**src/rtl/rv32_barrel_pkg.sv**
```systemverilog
// Shared types for the barrel interrupt capture stage.
// Latency: n/a (types and constants only).
// Backpressure: n/a.
package rv32_barrel_pkg;

    localparam int NUM_IRQ_SRC = 4;

    // Encoding is shared with the CSR file's ack_src field; do not reorder.
    typedef enum logic [1:0] {
        IRQ_SRC_EXT   = 2'd0,
        IRQ_SRC_TIMER = 2'd1,
        IRQ_SRC_IPI   = 2'd2,
        IRQ_SRC_MVU   = 2'd3
    } irq_src_t;

endpackage

```
**src/rtl/rv32_barrel_irq_ctrl_if.sv**
```systemverilog
// Interrupt lines in, per-hart pending view out, for the barrel CSR stage.
// Latency: pending outputs are combinational on hart_id_i.
// Backpressure: none; ack is a single-cycle strobe, sets are never refused.
interface rv32_barrel_irq_ctrl_if
    import rv32_barrel_pkg::*;
#(
    parameter int NUM_HARTS      = 8,
    parameter int HART_CNT_WIDTH = (NUM_HARTS > 1) ? $clog2(NUM_HARTS) : 1
);

    logic [NUM_HARTS-1:0]      irq_i;
    logic [NUM_HARTS-1:0]      time_irq_i;
    logic [NUM_HARTS-1:0]      ipi_i;
    logic [NUM_HARTS-1:0]      mvu_irq_i;
    logic [HART_CNT_WIDTH-1:0] hart_id_i;
    logic                      irq_ack_i;
    irq_src_t                  ack_src_i;

    logic                      irq_o;
    logic                      time_irq_o;
    logic                      ipi_o;
    logic                      mvu_irq_o;
    logic [NUM_HARTS-1:0]      pending_any_o;

    modport master (
        output irq_i, time_irq_i, ipi_i, mvu_irq_i, hart_id_i, irq_ack_i, ack_src_i,
        input  irq_o, time_irq_o, ipi_o, mvu_irq_o, pending_any_o
    );

    modport slave (
        input  irq_i, time_irq_i, ipi_i, mvu_irq_i, hart_id_i, irq_ack_i, ack_src_i,
        output irq_o, time_irq_o, ipi_o, mvu_irq_o, pending_any_o
    );

endinterface

```
**src/rtl/rv32_sync_edge.sv**
```systemverilog
// Synchronises one async line into clk and flags its rising edges.
// Latency: rise_o asserts SYNC_STAGES-1 edges after the line is first sampled high.
// Backpressure: none; one single-cycle rise_o per rising edge of the line.
module rv32_sync_edge #(
    parameter int SYNC_STAGES = 2   // must be >= 2
) (
    input  logic clk,
    input  logic rst,
    input  logic async_i,
    output logic rise_o
);

    logic [SYNC_STAGES-1:0] sync_q;
    logic [SYNC_STAGES-1:0] sync_d;
    logic                   prev_q;
    logic                   prev_d;

    // Shift the line through the synchroniser; remember the last synced value.
    always_comb begin
        sync_d = {sync_q[SYNC_STAGES-2:0], async_i};
        prev_d = sync_q[SYNC_STAGES-1];
    end

    // Reset clears history so a line high across reset release reads as a new edge.
    always_ff @(posedge clk) begin
        if (rst) begin
            sync_q <= '0;
            prev_q <= 1'b0;
        end else begin
            sync_q <= sync_d;
            prev_q <= prev_d;
        end
    end

    assign rise_o = sync_q[SYNC_STAGES-1] & ~prev_q;

endmodule

```
**src/rtl/rv32_barrel_irq_ctrl.sv**
```systemverilog
// Captures per-hart interrupts as sticky pending bits and shows the CSR-stage hart's.
// Latency: async sources SYNC_STAGES edges to pending, MVU 1 edge, outputs 0 cycles from hart_id_i.
// Backpressure: none; a set on an already-pending bit is absorbed, set beats a same-cycle ack.
module rv32_barrel_irq_ctrl
    import rv32_barrel_pkg::*;
#(
    parameter int NUM_HARTS   = 8,
    parameter int SYNC_STAGES = 2
) (
    input  logic                  clk,
    input  logic                  rst,
    rv32_barrel_irq_ctrl_if.slave bus
);

    // Async lines packed in irq_src_t order: [0]=ext, [1]=timer, [2]=ipi.
    logic [2:0][NUM_HARTS-1:0] async_lines;
    logic [2:0][NUM_HARTS-1:0] rise_async;
    logic                      pend_q [NUM_IRQ_SRC][NUM_HARTS];
    logic                      pend_d [NUM_IRQ_SRC][NUM_HARTS];
    logic [NUM_HARTS-1:0]      pend_any;
    logic                      hart_ok;

    assign async_lines = {bus.ipi_i, bus.time_irq_i, bus.irq_i};

    for (genvar s = 0; s < 3; s++) begin : g_src
        for (genvar h = 0; h < NUM_HARTS; h++) begin : g_hart
            rv32_sync_edge #(
                .SYNC_STAGES (SYNC_STAGES)
            ) u_sync_edge (
                .clk     (clk),
                .rst     (rst),
                .async_i (async_lines[s][h]),
                .rise_o  (rise_async[s][h])
            );
        end
    end

    // Out-of-range hart ids (non-power-of-2 NUM_HARTS) see nothing and ack nothing.
    assign hart_ok = (int'(bus.hart_id_i) < NUM_HARTS);

    // Apply the ack first, then the sets, so a colliding set is never lost.
    always_comb begin
        pend_d = pend_q;
        if (bus.irq_ack_i && hart_ok) begin
            pend_d[bus.ack_src_i][bus.hart_id_i] = 1'b0;
        end
        for (int s = 0; s < 3; s++) begin
            for (int h = 0; h < NUM_HARTS; h++) begin
                if (rise_async[s][h]) begin
                    pend_d[s][h] = 1'b1;
                end
            end
        end
        for (int h = 0; h < NUM_HARTS; h++) begin
            if (bus.mvu_irq_i[h]) begin
                pend_d[IRQ_SRC_MVU][h] = 1'b1;
            end
        end
    end

    // Pending storage; reset wins over any concurrent set or ack.
    always_ff @(posedge clk) begin
        if (rst) begin
            for (int s = 0; s < NUM_IRQ_SRC; s++) begin
                for (int h = 0; h < NUM_HARTS; h++) begin
                    pend_q[s][h] <= 1'b0;
                end
            end
        end else begin
            pend_q <= pend_d;
        end
    end

    // Scheduler wake: any source pending per hart.
    always_comb begin
        pend_any = '0;
        for (int h = 0; h < NUM_HARTS; h++) begin
            pend_any[h] = pend_q[IRQ_SRC_EXT][h] | pend_q[IRQ_SRC_TIMER][h] |
                          pend_q[IRQ_SRC_IPI][h] | pend_q[IRQ_SRC_MVU][h];
        end
    end

    // No priority between sources here; the CSR file arbitrates.
    assign bus.irq_o         = hart_ok & pend_q[IRQ_SRC_EXT][bus.hart_id_i];
    assign bus.time_irq_o    = hart_ok & pend_q[IRQ_SRC_TIMER][bus.hart_id_i];
    assign bus.ipi_o         = hart_ok & pend_q[IRQ_SRC_IPI][bus.hart_id_i];
    assign bus.mvu_irq_o     = hart_ok & pend_q[IRQ_SRC_MVU][bus.hart_id_i];
    assign bus.pending_any_o = pend_any;

endmodule

```
**src/flat_wrapper.sv**
```systemverilog
// flat-port wrapper written by rule: the top's interface ports become plain ports
module rv32_barrel_irq_ctrl_flat import rv32_barrel_pkg::*;
#(
    parameter int NUM_HARTS   = 8,
    parameter int SYNC_STAGES = 2
)
  (clk, rst, bus_irq_i, bus_time_irq_i, bus_ipi_i, bus_mvu_irq_i, bus_hart_id_i, bus_irq_ack_i, bus_ack_src_i, bus_irq_o, bus_time_irq_o, bus_ipi_o, bus_mvu_irq_o, bus_pending_any_o);
  rv32_barrel_irq_ctrl_if #(.NUM_HARTS(NUM_HARTS)) bus_i ();
  input  logic clk;
  input  logic rst;
  input wire logic [$bits(bus_i.irq_i)-1:0] bus_irq_i;
  input wire logic [$bits(bus_i.time_irq_i)-1:0] bus_time_irq_i;
  input wire logic [$bits(bus_i.ipi_i)-1:0] bus_ipi_i;
  input wire logic [$bits(bus_i.mvu_irq_i)-1:0] bus_mvu_irq_i;
  input wire logic [$bits(bus_i.hart_id_i)-1:0] bus_hart_id_i;
  input wire logic [$bits(bus_i.irq_ack_i)-1:0] bus_irq_ack_i;
  input wire logic [$bits(bus_i.ack_src_i)-1:0] bus_ack_src_i;
  output wire logic [$bits(bus_i.irq_o)-1:0] bus_irq_o;
  output wire logic [$bits(bus_i.time_irq_o)-1:0] bus_time_irq_o;
  output wire logic [$bits(bus_i.ipi_o)-1:0] bus_ipi_o;
  output wire logic [$bits(bus_i.mvu_irq_o)-1:0] bus_mvu_irq_o;
  output wire logic [$bits(bus_i.pending_any_o)-1:0] bus_pending_any_o;
  assign bus_i.irq_i = bus_irq_i;
  assign bus_i.time_irq_i = bus_time_irq_i;
  assign bus_i.ipi_i = bus_ipi_i;
  assign bus_i.mvu_irq_i = bus_mvu_irq_i;
  assign bus_i.hart_id_i = bus_hart_id_i;
  assign bus_i.irq_ack_i = bus_irq_ack_i;
  assign bus_i.ack_src_i = bus_ack_src_i;
  assign bus_irq_o = bus_i.irq_o;
  assign bus_time_irq_o = bus_i.time_irq_o;
  assign bus_ipi_o = bus_i.ipi_o;
  assign bus_mvu_irq_o = bus_i.mvu_irq_o;
  assign bus_pending_any_o = bus_i.pending_any_o;
  rv32_barrel_irq_ctrl #(.NUM_HARTS(NUM_HARTS), .SYNC_STAGES(SYNC_STAGES)) u_core (.clk(clk), .rst(rst), .bus(bus_i));
endmodule
```
**config.mk**
```make
export PLATFORM = sky130hd
export DESIGN_NAME = rv32_barrel_irq_ctrl_flat
export DESIGN_NICKNAME = d
export VERILOG_FILES = /design/src/rtl/rv32_barrel_pkg.sv /design/src/rtl/rv32_barrel_irq_ctrl_if.sv /design/src/rtl/rv32_sync_edge.sv /design/src/rtl/rv32_barrel_irq_ctrl.sv /design/src/flat_wrapper.sv
export SDC_FILE = /design/constraint.sdc
export NUM_CORES = 1
export LEC_CHECK = 0
export ABC_CLOCK_PERIOD_IN_PS = 2200
export BUFFER_PORTS_ARGS = -buffer_cell sky130_fd_sc_hd__buf_2
export CAP_MARGIN = 20
export CORE_MARGIN = 4
export CORE_UTILIZATION = 55
export CTS_BUF_LIST = sky130_fd_sc_hd__clkbuf_8 sky130_fd_sc_hd__clkbuf_16
export DETAILED_ROUTE_END_ITERATION = 6
export GPL_TIMING_DRIVEN = 0
export PLACE_DENSITY = 0.76
export SLEW_MARGIN = 20
export SYNTH_ARGS = -nofsm -noshare
export SYNTH_HDL_FRONTEND = slang
export SYNTH_SLANG_ARGS = --single-unit
```
**constraint.sdc**
```tcl
create_clock -name clk -period 2.2 [get_ports clk]
set_clock_uncertainty 0.05 [all_clocks]
set_input_delay 0.11 -clock clk [delete_from_list [all_inputs] [get_ports clk]]
set_output_delay 0.11 -clock clk [all_outputs]
set_load 0.01 [all_outputs]
```
==> results of run 1 <==
-- registers in the layout (all words and copies together), names as in the netlist --
name,flops
u_core.g_src.g_hart.u_sync_edge.prev_q,24
u_core.g_src.g_hart.u_sync_edge.sync_q,48
u_core.pend_q,32
-- metrics by stage --
stage | total power, mW | instances | setup WS, ps
floorplan | 2.22 | 338 | 1020
global placement | 2.33 | 461 | 721
detailed placement | 2.34 | 461 | 720
CTS | 3.38 | 508 | 460
global route | 3.51 | 508 | 405
finish | 3.36 | 508 | 466
-- area by class of cell --
| type | count | area [um2] |
|---|---|---|
| clock buffers | 9 | 124 |
| inverters | 10 | 37.5 |
| multi-input cells | 206 | 1330 |
| plain buffers | 18 | 90.1 |
| flip-flops and latches | 104 | 2080 |
| fillers | 461 | 1740 |
| well taps | 75 | 93.8 |
| clock inverters | 6 | 40.0 |
| repair buffers | 80 | 561 |
-- per-layer routing --
metal	GRT usage	wire (um)
met5	0	0
met1	0.264	3290
met2	0.337	3390
met3	0.0442	539
met4	0.0865	114
-- critical path, cell delays in order (launching register included) --
cell and delay (ps):
dfxtp_1 360, mux4_2 460, mux2_4 270, buf_2 140
-- power by group through the flow --
stage | Clock, mW | Combinational (mW) | Sequential [mW]
2_1_floorplan | 0 | 0.188 | 2.03
3_3_place_gp | 0 | 0.279 | 2.05
3_5_place_dp | 0 | 0.285 | 2.05
4_1_cts | 1.04 | 0.328 | 2.01
5_1_grt | 1.12 | 0.367 | 2.02
6_report | 1.02 | 0.329 | 2.01
-- worst max-delay path by stage --
stage | slack, ps | to | depth (start not counted) | startpoint
after floorplan | 1020 | bus_mvu_irq_o | 2 | u_core.pend_q[4]$_SDFFE_PP0P_
after global placement | 720 | bus_irq_o | 6 | bus_hart_id_i[2]
after global routing | 400 | bus_mvu_irq_o | 3 | u_core.pend_q[7]$_SDFFE_PP0P_
after CTS | 460 | bus_mvu_irq_o | 3 | u_core.pend_q[7]$_SDFFE_PP0P_
after detailed placement | 720 | bus_irq_o | 6 | bus_hart_id_i[2]
final | 470 | bus_mvu_irq_o | 3 | u_core.pend_q[6]$_SDFFE_PP0P_
-- cell families (layout without fill, tap and decap cells) --
| group | Yosys count | in the layout | share of synthesized area |
|---|---|---|---|
| simple gates | 126 | 126 | 0.227 |
| flops | 104 | 104 | 0.589 |
| compound gates | 70 | 70 | 0.103 |
| buf+inv | 28 | 123 | 0.0361 |
| mux | 10 | 10 | 0.0453 |
-- cell usage in the layout (no fill, tap or decap), drive strengths merged --
cell type / n
a32oi: 1
a22oi: 1
o21ai: 32
a31oi: 1
nand3b: 5
or3: 2
dlygate4sd3: 32
and4b: 1
buf: 54
nand2b: 24
nand3: 2
mux4: 4
nand2: 4
mux2i: 1
or4: 8
mux2: 5
or3b: 4
inv: 14
nor2b: 73
clkbuf: 21
o2111ai: 1
clkinv: 2
a21oi: 33
nor2: 2
nor3b: 1
dfxtp: 104
o221ai: 1
==> qor.csv, run 1 <==
stage,metric,value,unit
outcome,outcome,"complete, no violations",
synthesis,"count leader, synth",dfxtp_1,
synthesis,Post-synth top flop,dfxtp_1,
timing,count of final hold-check violations,0,
route,final WL,7340,um
flow_run,Max-Cap Viols,0,
clock_network,H-tree depth,3,
synthesis,Yosys warning total,0,
worst_setup_path,reg-to-reg endpoint,u_core.pend_q[13]$_SDFFE_PP0P_,
min_path,Min-Delay Endpoint,u_core.g_src[2].g_hart[5].u_sync_edge.prev_q$_SDFF_PP0_,
pwr,Psw,0.806,mW
layout,"Design Area, Final",4360,um2
place,port bufs,48,
worst_setup_path,top fanout value on the critical path,3,
pwr,Reg power frac,0.599,
min_path,Hold Path Origin,rst,
route,wire per inst,14.4,um
floorplanning,CORE AREA,6100,um2
synthesis,"Cell Area, Synth",3540,um2
layout,area grow syn2layout,23.1,%
layout,Nets,469,
worst_setup_path,WP data arrival,1570,ps
timing,setup TNS,0,ps
route,Iter 0 DRT Violations,142,
synthesis,post-synthesis sequential area ratio,0.589,
route,detail-routed via count per cell,5.09,
synthesis,Yosys top cell area share,0.589,
floorplanning,die area,7780,um2
synthesis,post-synth cell types,28,
timing,max_slew headroom,0.633,
layout,Diodes inserted,0,
timing,RSZ-0062 raised after global routing,false,
worst_setup_path,r2r startpoint,u_core.pend_q[13]$_SDFFE_PP0P_,
place,Placed Area,3870,um2
timing,slew at the pin with the worst max-slew slack,550,ps
clock_network,clock sinks,104,
floorplanning,FP Rows,28,
timing,# setup viols final,0,
clock_network,Post-CTS Resized,0,
synthesis,"FF+latch count, synth",104,
worst_setup_path,flop-to-flop setup slack,1400,ps
worst_setup_path,startpoint types,flop,
timing,Hold WS,84.9,ps
pwr,Clock power frac,0.303,
global_routing,via count of the first global-routing pass,2501,
clock_network,Clock transition at path regs,90,ps
pwr,part of the power in combinational logic,0.098,
synthesis,top post-synthesis cells by area,"dfxtp_1, nor2b_1, a21oi_1, o21ai_0, nand2b_1",
floorplanning,I/O pins,52,
worst_setup_path,FF-to-FF path depth,2,
timing,minimum clock period,1730,ps
place,Final GP Congestion,0.856,
route,post-route ant nets,0,
layout,layout cell share with drive strength beyond 1,0.173,
pwr,cell internal pwr,2.55,mW
min_path,worst hold path type,input pin to flop,
clock_network,Post-CTS Setup Bufs,0,
clock_network,TritonCTS clock tree,built,
synthesis,list of most frequent post-synthesis cells,"dfxtp_1, nor2b_1, a21oi_1",
global_routing,total track usage,0.206,
global_routing,pin count of the biggest net entering global routing,17,
pwr,pwr dens,771,nW/um2
min_path,Worst Hold Path Cells,2,
floorplanning,Chip Width,88.2,um
timing,period utilisation layout,0.788,
clock_network,CTS Hold Bufs,32,
global_routing,total gr overflow,0,
clock_network,Worst-Skew Late Latency,350,ps
clock_network,Inserted Clock Buffers,9,
timing,Final Max Slew Viols,0,
synthesis,asr flop ratio synth,0,
global_routing,initial antenna violation count,0,
floorplanning,Die Span Y,88.2,um
synthesis,Avg Inst Size Synth,10.5,um2
clock_network,Max Root-Sink Buffers,2,
pwr,Switching Fraction,0.240,
synthesis,post-synth top area cell,dfxtp_1,
route,post-route DRC violation count,0,
worst_setup_path,CP endpoint kind,output pin,
pwr,LEAKAGE,1.77,nW
synthesis,"EDFF count, synth",0,
synthesis,syn_nets,378,
timing,Fmax,577,MHz
route,Vias,2588,
worst_setup_path,kind of critical path,flop to output pin,
worst_setup_path,WP data required,2040,ps
global_routing,first-pass GRT wire length,12100,um
pwr,VDD IR max,0.000478,V
layout,Final Util,0.714,
floorplanning,initial core utilization,0.580,
synthesis,synthesized instance count,338,
clock_network,clk root buf,clkbuf_8,
place,Detailed Place HPWL,5150,um
route,DR pass1 iterations,4,
Power figures use the tool's default switching activity.
==> run 2: changes to the inputs <==
--- a/config.mk
+++ b/config.mk
@@ -5,15 +5,15 @@
 export SDC_FILE = /design/constraint.sdc
 export NUM_CORES = 1
 export LEC_CHECK = 0
-export ABC_CLOCK_PERIOD_IN_PS = 2200
+export ABC_CLOCK_PERIOD_IN_PS = 1500
 export BUFFER_PORTS_ARGS = -buffer_cell sky130_fd_sc_hd__buf_2
 export CAP_MARGIN = 20
 export CORE_MARGIN = 4
-export CORE_UTILIZATION = 55
+export CORE_UTILIZATION = 50
 export CTS_BUF_LIST = sky130_fd_sc_hd__clkbuf_8 sky130_fd_sc_hd__clkbuf_16
 export DETAILED_ROUTE_END_ITERATION = 6
 export GPL_TIMING_DRIVEN = 0
-export PLACE_DENSITY = 0.76
+export PLACE_DENSITY = 0.73
 export SLEW_MARGIN = 20
 export SYNTH_ARGS = -nofsm -noshare
 export SYNTH_HDL_FRONTEND = slang
==> constraint.sdc (replaced) <==
create_clock -name clk -period 1.5 [get_ports clk]
set_clock_uncertainty 0.05 [all_clocks]
set_input_delay 0.075 -clock clk [delete_from_list [all_inputs] [get_ports clk]]
set_output_delay 0.075 -clock clk [all_outputs]
set_load 0.01 [all_outputs]
==> qor.csv, run 2 (synthesis gave the netlist of run 1 again) <==
stage,metric,value,unit,change
outcome,outcome,finished with violations,,"was complete, no violations"
outcome,failing checks,negative setup slack,,
timing,count of final hold-check violations,0,,unchanged
route,final WL,7310,um,was 7340 um
pwr,pwr dens,1140,nW/um2,was 771 nW/um2
worst_setup_path,WP data required,1370,ps,was 2040 ps
layout,most frequent cells in the layout,"dfxtp_1, nor2b_1, buf_2",,unchanged
pwr,LEAKAGE,1.82,nW,was 1.77 nW
layout,filler cell count,572,,was 461
floorplanning,Chip Width,92.1,um,was 88.2 um
global_routing,pin count of the biggest net entering global routing,18,,was 17
floorplanning,CORE AREA,6830,um2,was 6100 um2
timing,final worst setup slack,-174,ps,was 466 ps
worst_setup_path,slowest cell on the critical path,mux4_2,,unchanged
layout,top flop regs,"u_core.g_src.g_hart.u_sync_edge.sync_q (48), u_core.pend_q (32), u_core.g_src.g_hart.u_sync_edge.prev_q (24)",,unchanged
timing,RSZ-0062 raised after global routing,true,,was false
global_routing,first-pass GRT wire length,12200,um,was 12100 um
worst_setup_path,startpoint types,flop,,unchanged
route,DR pass1 iterations,4,,unchanged
timing,max_slew headroom,0.651,,was 0.633
layout,Nets,472,,was 469
timing,Hold WS,51.2,ps,was 84.9 ps
floorplanning,I/O pins,52,,unchanged
clock_network,clock sinks,104,,unchanged
floorplanning,die area,8480,um2,was 7780 um2
clock_network,Clock transition at path regs,90,ps,about the same
timing,period utilisation layout,1.12,,
layout,Diodes inserted,0,,unchanged
place,Placed Area,3900,um2,was 3870 um2
worst_setup_path,worst path bufs/invs,1,,unchanged
layout,layout cell share with drive strength beyond 1,0.245,,was 0.173
pwr,Psw,1.20,mW,was 0.806 mW
clock_network,Inserted Clock Buffers,9,,unchanged
layout,"Most flops, register",u_core.g_src.g_hart.u_sync_edge.sync_q,,unchanged
global_routing,initial antenna violation count,0,,unchanged
layout,"most common cell after layout, fill and taps aside",dfxtp_1,,unchanged
clock_network,Worst-Skew Late Latency,350,ps,about the same
pwr,Reg power frac,0.572,,was 0.599
place,Final GP Congestion,0.908,,was 0.856
route,met3 wire len,403,um,was 539 um
clock_network,Max Root-Sink Buffers,2,,unchanged
layout,"Design Area, Final",4530,um2,was 4360 um2
route,detail-routed via count per cell,4.82,,was 5.09
timing,slew at the pin with the worst max-slew slack,523,ps,was 550 ps
timing,setup TNS,-415,ps,was 0 ps
place,Detailed Place HPWL,5110,um,was 5150 um
pwr,Clock power frac,0.325,,was 0.303
timing,Fmax,597,MHz,
place,DP Worst Slack,103,ps,was 720 ps
flow_run,Max-Cap Viols,0,,unchanged
place,port bufs,48,,unchanged
floorplanning,initial core utilization,0.518,,was 0.580
pwr,total power,5.17,mW,was 3.36 mW
worst_setup_path,CP cell instances,"mux4_2, mux2_4, buf_6",,"was mux4_2, mux2_4, buf_2"
floorplanning,Die Span Y,92.1,um,was 88.2 um
pwr,cell internal pwr,3.96,mW,was 2.55 mW
global_routing,total gr overflow,0,,unchanged
route,wire per inst,13.7,um,was 14.4 um
route,post-route ant nets,0,,unchanged
worst_setup_path,kind of critical path,flop to output pin,,unchanged
worst_setup_path,top fanout value on the critical path,3,,unchanged
timing,# setup viols final,6,,was 0
route,Iter 0 DRT Violations,86,,was 142
route,DR top layer,met4,,unchanged
worst_setup_path,"slowest stage delay, CP",460,ps,about the same
route,M1 WL,3330,um,was 3290 um
timing,Final Max Slew Viols,0,,unchanged
worst_setup_path,WP data arrival,1550,ps,was 1570 ps
clock_network,clk root buf,clkbuf_8,,unchanged
worst_setup_path,critical path's top delay family,multiplexers,,unchanged
route,Vias,2571,,was 2588
floorplanning,FP Rows,30,,was 28
global_routing,via count of the first global-routing pass,2497,,was 2501
timing,minimum clock period,1670,ps,
min_path,worst hold path type,input pin to flop,,unchanged
layout,area grow syn2layout,28.2,%,was 23.1%
worst_setup_path,CP endpoint kind,output pin,,unchanged
global_routing,total track usage,0.185,,was 0.206
pwr,part of the power in combinational logic,0.103,,was 0.098
layout,Largest register FFs,48,,unchanged
clock_network,TritonCTS clock tree,built,,unchanged
pwr,Switching Fraction,0.233,,was 0.240
pwr,VDD IR max,0.000763,V,was 0.000478 V
route,met2 wire len,3440,um,was 3390 um
clock_network,H-tree depth,3,,unchanged
route,post-route DRC violation count,0,,unchanged
[run 2: area by class of cell]
class / count / area, um2 / share of cell area
multi-input cells: 206 / 1370 / 0.302
well taps: 96 / 120 / 0.0265
repair buffers: 83 / 619 / 0.137
inverters: 10 / 37.5 / 0.00828
flip-flops and latches: 104 / 2100 / 0.464
clock inverters: 7 / 71.3 / 0.0157
clock buffers: 9 / 124 / 0.0273
plain buffers: 18 / 90.1 / 0.0199
[run 2: metrics by stage]
stage,cells,util
3_3_place_gp,482,0.571
5_1_grt,533,0.664
3_5_place_dp,482,0.571
6_report,533,0.664
2_1_floorplan,338,-
4_1_cts,531,0.657
[run 2: path summary, 6_finish.rpt]
check                                                                                 from                                                         end  slack, ps  cells after the start
worst max-delay path                                         u_core.pend_q[4]$_SDFFE_PP0P_                                               bus_mvu_irq_o       -170                      3
worst min-delay path                                                                   rst     u_core.g_src[2].g_hart[0].u_sync_edge.prev_q$_SDFF_PP0_         50                      2
worst max register to register                               u_core.pend_q[2]$_SDFFE_PP0P_                               u_core.pend_q[2]$_SDFFE_PP0P_        710                      3
worst min register to register  u_core.g_src[2].g_hart[4].u_sync_edge.sync_q[0]$_SDFF_PP0_  u_core.g_src[2].g_hart[4].u_sync_edge.sync_q[1]$_SDFF_PP0_        390                      1
[run 2: worst reg2reg max path, stage by stage, from the launching register on]
cell     delay, ps
dfxtp_2        350
buf_6          100
o21ai_0         70
a21oi_1        160
[run 2: timing repair]
item | 4_1_cts | 5_1_grt
buffers inserted | 1 | 2
hold buffers | 32 | 0
gates resized for setup | 25 | 8
setup endpoints to repair | 11 | 11
hold endpoints to repair | 32 | 0
pin swaps | 5 | 6
[run 2: metal layers]
layer  up-vias  global-route usage
met2        76               0.299
met4         0              0.0693
li1       1317                   -
met5         -                   0
met1      1160               0.235
met3        18              0.0533
[run 2: power by group through the flow]
stage	clock network (mW)	registers, mW	logic (mW)
2_1_floorplan	0	2.98	0.275
3_3_place_gp	0	3.01	0.410
3_5_place_dp	0	3.01	0.418
4_1_cts	1.71	2.95	0.517
5_1_grt	1.83	2.97	0.590
6_report	1.68	2.95	0.532
==> run 3: changes to the inputs <==
==> constraint.sdc (replaced) <==
create_clock -name clk -period 1.5 [get_ports clk]
set_clock_uncertainty 0.05 [all_clocks]
set_input_delay 0.3 -clock clk [delete_from_list [all_inputs] [get_ports clk]]
set_output_delay 0.3 -clock clk [all_outputs]
set_load 0.01 [all_outputs]
==> qor.csv, run 3 (synthesis gave the netlist of run 1 again) <==
stage,metric,value,unit,change
worst_setup_path,WP data required,1150,ps,was 1370 ps
layout,Finished Layout Cells,500,,was 533
route,final WL,7040,um,was 7310 um
clock_network,H-tree depth,3,,unchanged
route,Iter 0 DRT Violations,79,,was 86
timing,Hold WS,103,ps,was 51.2 ps
min_path,Hold Path Origin,bus_irq_i[2],,was rst
floorplanning,I/O pins,52,,unchanged
floorplanning,initial core utilization,0.518,,unchanged
timing,RSZ-0062 raised after global routing,true,,unchanged
route,post-route DRC violation count,0,,unchanged
place,Placed Area,3910,um2,was 3900 um2
global_routing,pin count of the biggest net entering global routing,18,,unchanged
clock_network,Clock transition at path regs,100,ps,was 90 ps
min_path,Min-Delay Endpoint,u_core.g_src[0].g_hart[2].u_sync_edge.sync_q[0]$_SDFF_PP0_,,was u_core.g_src[2].g_hart[0].u_sync_edge.prev_q$_SDFF_PP0_
floorplanning,Chip Width,92.1,um,unchanged
clock_network,TritonCTS clock tree,built,,unchanged
place,Final GP Congestion,0.914,,was 0.908
worst_setup_path,WP data arrival,1550,ps,about the same
global_routing,first-pass GRT wire length,11400,um,was 12200 um
place,Detailed Place HPWL,5150,um,was 5110 um
layout,"Design Area, Final",4220,um2,was 4530 um2
floorplanning,Die Span Y,92.1,um,unchanged
route,wire per inst,14.1,um,was 13.7 um
global_routing,total gr overflow,0,,unchanged
floorplanning,FP Rows,30,,unchanged
timing,# setup viols final,12,,was 6
worst_setup_path,reg-to-reg endpoint,u_core.pend_q[2]$_SDFFE_PP0P_,,unchanged
worst_setup_path,flop-to-flop setup slack,690,ps,was 710 ps
pwr,LEAKAGE,1.69,nW,was 1.82 nW
worst_setup_path,r2r startpoint,u_core.pend_q[2]$_SDFFE_PP0P_,,unchanged
layout,filler cell count,601,,was 572
clock_network,CTS Hold Bufs,0,,was 32
timing,max_slew headroom,0.657,,was 0.651
floorplanning,CORE AREA,6830,um2,unchanged
global_routing,total track usage,0.173,,was 0.185
clock_network,Inserted Clock Buffers,9,,unchanged
worst_setup_path,startpoint types,flop,,unchanged
flow_run,Max-Cap Viols,0,,unchanged
global_routing,via count of the first global-routing pass,2433,,was 2497
timing,Final Max Slew Viols,0,,unchanged
floorplanning,die area,8480,um2,unchanged
layout,Largest register FFs,48,,unchanged
timing,Fmax,526,MHz,was 597 MHz
layout,Diodes inserted,0,,unchanged
route,Vias,2506,,was 2571
layout,FF+latch area,2100,um2,about the same
layout,area occupied by multi-input gates,1390,um2,was 1370 um2
place,Post-Place Cells,482,,unchanged
global_routing,initial antenna violation count,0,,unchanged
layout,most frequent cells in the layout,"dfxtp_1, nor2b_1, buf_2",,unchanged
timing,count of final hold-check violations,0,,unchanged
place,port bufs,48,,unchanged
route,post-route ant nets,0,,unchanged
layout,top flop regs,"u_core.g_src.g_hart.u_sync_edge.sync_q (48), u_core.pend_q (32), u_core.g_src.g_hart.u_sync_edge.prev_q (24)",,unchanged
timing,period utilisation layout,1.27,,was 1.12
worst_setup_path,FF-to-FF path depth,3,,unchanged
clock_network,Worst-Skew Late Latency,340,ps,was 350 ps
clock_network,Max Root-Sink Buffers,2,,unchanged
outcome,failing checks,negative setup slack,,unchanged
clock_network,clock sinks,104,,unchanged
timing,final worst setup slack,-402,ps,was -174 ps
layout,area grow syn2layout,19.3,%,was 28.2%
worst_setup_path,top fanout value on the critical path,3,,unchanged
timing,slew at the pin with the worst max-slew slack,514,ps,was 523 ps
timing,minimum clock period,1900,ps,was 1670 ps
place,DP Worst Slack,-327,ps,was 103 ps
outcome,outcome,finished with violations,,unchanged
min_path,Worst Hold Path Cells,2,,unchanged
layout,Nets,439,,was 472
clock_network,clk root buf,clkbuf_8,,unchanged
route,detail-routed via count per cell,5.01,,was 4.82
layout,"most common cell after layout, fill and taps aside",dfxtp_1,,unchanged
worst_setup_path,CP endpoint kind,output pin,,unchanged
timing,setup TNS,-2860,ps,was -415 ps
layout,"Most flops, register",u_core.g_src.g_hart.u_sync_edge.sync_q,,unchanged
pwr,pwr dens,1180,nW/um2,was 1140 nW/um2
worst_setup_path,kind of critical path,flop to output pin,,unchanged
min_path,worst hold path type,input pin to flop,,unchanged
route,DR pass1 iterations,4,,unchanged
layout,layout cell share with drive strength beyond 1,0.265,,was 0.245
pwr,VDD IR max,0.000620,V,was 0.000763 V
==> run 3: worst max-delay path by stage <==
stage | start | endpoint | slack (ps) | cells after the start
2_1_floorplan | bus_hart_id_i[0] | bus_mvu_irq_o | -6 | 3
3_3_place_gp | bus_hart_id_i[2] | bus_irq_o | -320 | 6
3_5_place_dp | bus_hart_id_i[2] | bus_irq_o | -330 | 6
4_1_cts | u_core.pend_q[4]$_SDFFE_PP0P_ | bus_mvu_irq_o | -420 | 3
5_1_grt | u_core.pend_q[4]$_SDFFE_PP0P_ | bus_mvu_irq_o | -450 | 3
6_report | u_core.pend_q[7]$_SDFFE_PP0P_ | bus_mvu_irq_o | -400 | 3
==> run 3: worst max-delay path, cell delays in order (launching register included) <==
cell and delay (ps):
dfxtp_1 360, mux4_2 460, mux2_4 280, buf_6 120
==> run 3: report_power, final <==
group          switching (mW)  internal, mW  leakage, nW
clock                   0.909         0.658       0.0956
combinational           0.221         0.252        0.732
sequential             0.0646          2.89        0.861
total                    1.19          3.80         1.69
==> run 3: per-stage QoR <==
step | power (mW) | util
6_report | 5.00 | 0.618
3_5_place_dp | 3.43 | 0.572
3_3_place_gp | 3.42 | 0.572
2_1_floorplan | 3.26 | -
4_1_cts | 5.01 | 0.609
5_1_grt | 5.22 | 0.618
==> run 3: repair_timing <==
item / in CTS / in global routing
cloned: 0 / 0
resized for setup: 23 / 13
pin swaps: 5 / 6
setup endpoints to repair: 12 / 12
endpoints found under the hold margin: 0 / 0
setup buffers: 1 / 1
==> run 3: layout make-up <==
cell class / count / area share
well taps: 96 / 0.0285
repair buffers: 50 / 0.0697
inverters: 10 / 0.00889
multi-input cells: 206 / 0.328
clock buffers: 10 / 0.0326
flip-flops and latches: 104 / 0.498
plain buffers: 18 / 0.0237
clock inverters: 6 / 0.0107
==> run 3: layer usage <==
metal	vias to the layer above	wire length, um	GRT usage
met1	1174	3110	0.208
met2	68	3360	0.289
met4	0	161	0.0693
met3	14	407	0.0509
met5	-	0	0
li1	1250	-	-
